`src/rtl/pipe_stall_ctrl.sv`:
```
// Pipeline stall controller: merges per-stage stall requests and a multi-cycle
// EX sequencer into the stall vector, with a saturating stall statistic and watchdog.
//   state | meaning
//   IDLE  | no multi-cycle op in flight; a start with len>1 enters RUN
//   RUN   | op occupies EX; cnt counts down to the final (done) cycle
module pipe_stall_ctrl #(
    parameter int MCYC_W  = 6,
    parameter int STAT_W  = 32,
    parameter int TIMEOUT = 1024
) (
    input  logic              clk,
    input  logic              rst,
    input  logic              stallreq_if,
    input  logic              stallreq_id,
    input  logic              stallreq_ex,
    input  logic              stallreq_mem,
    input  logic              mcyc_start,
    input  logic [MCYC_W-1:0] mcyc_len,
    output logic              mcyc_busy,
    output logic              mcyc_done,
    output logic [5:0]        stall,
    input  logic              stat_clr,
    output logic [STAT_W-1:0] stall_cycles,
    output logic              stall_timeout
);
    localparam int CW = $clog2(TIMEOUT + 1);

    typedef enum logic {IDLE, RUN} state_t;

    state_t            state_q, state_d;
    logic [MCYC_W-1:0] cnt_q, cnt_d;
    logic [CW-1:0]     consec_q;
    logic [STAT_W-1:0] stat_q;
    logic              to_q;
    logic              len_gt1;
    logic              ex_req;

    assign len_gt1   = mcyc_len > MCYC_W'(1);
    assign mcyc_busy = (state_q == RUN);

    always_comb begin
        state_d   = state_q;
        cnt_d     = cnt_q;
        mcyc_done = 1'b0;
        case (state_q)
            IDLE: begin
                if (mcyc_start) begin
                    if (len_gt1) begin
                        cnt_d   = mcyc_len - MCYC_W'(1);
                        state_d = RUN;
                    end else begin
                        mcyc_done = 1'b1;
                    end
                end
            end
            RUN: begin
                cnt_d = cnt_q - MCYC_W'(1);
                if (cnt_q == MCYC_W'(1)) begin
                    mcyc_done = 1'b1;
                    state_d   = IDLE;
                end
            end
            default: state_d = IDLE;
        endcase
        if (rst) mcyc_done = 1'b0;
    end

    // The final RUN cycle releases EX, so the op holds the stall for len-1 cycles.
    assign ex_req = stallreq_ex
                  | (mcyc_busy && cnt_q != MCYC_W'(1))
                  | (state_q == IDLE && mcyc_start && len_gt1);

    always_comb begin
        stall = 6'b000000;
        if (rst)               stall = 6'b000000;
        else if (stallreq_mem) stall = 6'b011111;
        else if (ex_req)       stall = 6'b001111;
        else if (stallreq_id)  stall = 6'b000111;
        else if (stallreq_if)  stall = 6'b000011;
    end

    always_ff @(posedge clk) begin
        if (rst) begin
            state_q  <= IDLE;
            cnt_q    <= '0;
            consec_q <= '0;
            stat_q   <= '0;
            to_q     <= 1'b0;
        end else begin
            state_q <= state_d;
            cnt_q   <= cnt_d;
            if (stat_clr) begin
                consec_q <= '0;
                stat_q   <= '0;
                to_q     <= 1'b0;
            end else begin
                if (stall[0]) begin
                    if (consec_q != CW'(TIMEOUT)) consec_q <= consec_q + CW'(1);
                    if (stat_q != '1)             stat_q   <= stat_q + STAT_W'(1);
                    if (consec_q >= CW'(TIMEOUT - 1)) to_q <= 1'b1;
                end else begin
                    consec_q <= '0;
                end
            end
        end
    end

    assign stall_cycles  = stat_q;
    assign stall_timeout = to_q;
endmodule
```
`config.mk`:
```
export PLATFORM = sky130hd
export DESIGN_NAME = pipe_stall_ctrl
export DESIGN_NICKNAME = d
export VERILOG_FILES = /design/src/rtl/pipe_stall_ctrl.sv
export SDC_FILE = /design/constraint.sdc
export NUM_CORES = 1
export LEC_CHECK = 0
export ABC_AREA = 1
export CORE_MARGIN = 1
export CORE_UTILIZATION = 44
export CTS_CLUSTER_SIZE = 30
export DETAILED_ROUTE_END_ITERATION = 8
export GPL_TIMING_DRIVEN = 0
export MAX_ROUTING_LAYER = met4
export PLACE_DENSITY = 0.68
export SYNTH_ARGS = -nofsm -noshare
export SYNTH_HDL_FRONTEND = slang
export SYNTH_SLANG_ARGS = --single-unit
```
`constraint.sdc`:
```
create_clock -name clk -period 5.5 [get_ports clk]
set_clock_uncertainty 0.1 [all_clocks]
set_input_delay 1.1 -clock clk [delete_from_list [all_inputs] [get_ports clk]]
set_output_delay 1.1 -clock clk [all_outputs]
set_load 0.01 [all_outputs]
```
==> flow_summary.ini, run 1 <==
[status]
status = finished clean

[cts]
cts_sinks = 51
cts_buffers = 5
worstSkewPairLatency_ns = 0.31
clock-root-buffer = clkbuf_8
cts_tree = built
postCtsResizedCells = 0
clockBufferDepth = 2
post-cts-setup-buffer-count = 0
path_clk_slew_ns = 0.10
cts_htree_levels = 2
ctsHoldBuffers = 0

[floorplan]
core-area_um2 = 7210
dieArea_um2 = 7810
ios = 55
start_util_pct = 45.5
die_x_um = 88.4
fp.dieH_um = 88.4
row_count = 31

[logic_synthesis]
synthArstFlopShare_pct = 0
synthAdderAreaFrac_pct = 2.67
syn_nets = 536
synthSimpleGateAreaFrac_pct = 42.9
synth_top_family_by_area = simple AND/OR/NAND/NOR gates
synth.avg_cell_area_um2 = 6.37
synth_area_um2 = 3280
yosysMostFrequentCell = nand2_1
yosys.area.top_type_share_pct = 31.1
synth_mux_area_share_pct = 0
ys_seq_elements = 51
synthXorXnorAreaFrac_pct = 5.07
synth_edf_count = 0
yosys.area.top_type = dfxtp_1
ys_top_cells_by_count = nand2_1, nor2_1, dfxtp_1, nand3_1
syn_inst = 515
ys.flop_type = dfxtp_1
yosys-top-cells-area = dfxtp_1, nand2_1, nor2_1
synth-compound-area-share_pct = 9.45
yosysUniqueCellTypes = 35
synth_warnings = 0
ys_seq_area_share_pct = 31.1

[power_and_ir_drop]
peakVddDrop_mv = 0.105
cellPowerDensity_nw_per_um2 = 184
p_leak_nw = 1.48

[setup_path]
critPathLaunchType = primary input
rrSetupSlack_ns = 3.29
cp.required_ns = 4.30
arrival_ns = 3.48
end_kind = primary output
critPathMaxFanout = 11
worst-setup-path-type = in -> out

[timing]
drv_slew = 0
setup_tns_ns = 0
worst_pin_slew_ns = 0.554
finalCritPeriodShare_pct = 85.0
finalWorstSetupSlack_ns = 0.824
fmax_mhz = 214
final-hold-violation-count = 0
setup_viol = 0
slew-limit-headroom_pct = 63.0
grt_setup_unrepaired = no
fin_crit_ns = 4.68

[grt]
antenna_found_initial = 0
grt_max_degree = 19
grt_use_total_pct = 23.4
grt_overflow_total = 0
grt_pass1_vias = 3096
grt_pass1_wl_um = 13900

[finish]
fillCellCount = 760
fin_util_pct = 55.9
fin_area_um2 = 4030
layout.nets = 596
drive_gt1_share_pct = 5.73
regArea_um2 = 1020
n_antenna_cell = 0
multi_input_area_um2 = 1980
fin_cells = 675
area_growth_pct = 22.8

[route]
wirelength_um = 8340
first_iter_violations = 244
vias = 3396
vias_per_cell = 5.03
final_antenna_net_count = 0
drt_first_pass_iters = 5
wire_per_inst_um = 12.4
post-route-drc-count = 0

[placed_design]
post-place-cells = 667
place.gp.congestion = 0.901
hpwl_um = 6610
post-place-ws_ns = 0.815
port_buffers = 53
dpl_cell_area_um2 = 3940

[min_path]
hp-class = reg -> reg

[job]
max-cap-violations = 0
## path summary, 6_finish.rpt
| kind | start | to | depth (start not counted) |
|---|---|---|---|
| max | mcyc_len[0] | stall[1] | 14 |
| min | stall_timeout | stall_timeout | 2 |
| max reg2reg | stall_cycles[0] | stall_cycles[30] | 10 |
| min reg2reg | stall_timeout | stall_timeout | 2 |
## layer usage
layer | GRT usage [%] | wire, um
met3 | 2.89 | 337
met4 | 6.45 | 131
met2 | 42.4 | 4220
met1 | 27.1 | 3650
met5 | - | 0
## flip-flops by register name, indices dropped and copies added (netlist names)
register / count
stall_cycles: 32
consec_q: 11
cnt_q: 6
mcyc_busy: 1
stall_timeout: 1
## cell families (layout without fill, tap and decap cells)
group                    after synthesis  in the layout
AND/OR/NAND/NOR                      321            321
AO/OA/AOI/OAI                         59             59
buffers and inverters                 57            118
flip-flops                            51             51
XOR/XNOR                              19             19
adder cells (fa/ha/maj)                7              7
other                                  1              1
## where the power goes
group          switching [mW]  total [mW]  leakage, nW  internal (mW)
Sequential            0.00817       0.386        0.413          0.378
Clock                   0.143       0.237       0.0491         0.0940
Combinational          0.0663       0.117         1.02         0.0510
Total                   0.218       0.740         1.48          0.523
## area by class of cell
type,instances,share of cell area [%]
clock inverters,3,0.652
inverters,43,4.00
plain buffers,14,3.07
flip-flops and latches,51,25.3
multi-input cells,407,49.0
well taps,99,3.07
clock buffers,5,1.71
repair buffers,53,13.2
## metrics by stage
step,hold WS [ns],power [mW]
3_3_place_gp,0.356,0.510
3_5_place_dp,0.362,0.512
6_report,0.390,0.740
2_1_floorplan,0.354,0.470
4_1_cts,0.391,0.745
5_1_grt,0.405,0.777
## cells in the final DEF, fill, tap and decap left out, types with 2 or more instances in the layout
cell	instances
inv_6	2
nand3b_1	14
clkbuf_1	2
buf_4	2
buf_2	3
buf_6	5
nand3_1	46
xnor2_1	9
nor3_1	4
or2_2	2
nor3b_1	2
nor2_2	2
dfxtp_1	51
buf_8	2
a21oi_1	41
nor2_1	79
clkdlybuf4s50_1	53
nand2_1	159
nand3_2	3
inv_1	41
nor2_4	2
clkbuf_8	5
a31oi_1	2
xor2_1	10
ha_1	7
o21ai_0	10
o22ai_1	2
nand4_1	5
## worst max-delay path: stages
cell and delay [ns]:
clkdlybuf4s50_1 0.48, inv_1 0.08, ha_1 0.19, inv_1 0.08, nand2_1 0.06, nand3_1 0.11
nand2_1 0.11, nand2_1 0.09, nand2_2 0.08, nand3_4 0.11, buf_6 0.16, buf_6 0.17
buf_4 0.12, clkdlybuf4s50_1 0.51
Note: power is estimated with default switching activity, not from simulation.
==> run 2: changes to the inputs <==
--- a/config.mk
+++ b/config.mk
@@ -6,6 +6,7 @@
 export NUM_CORES = 1
 export LEC_CHECK = 0
 export ABC_AREA = 1
+export CAP_MARGIN = 20
 export CORE_MARGIN = 1
 export CORE_UTILIZATION = 44
 export CTS_CLUSTER_SIZE = 30
==> results of run 2 <==
The final DEF is identical to that of run 1; final timing and power are the same.
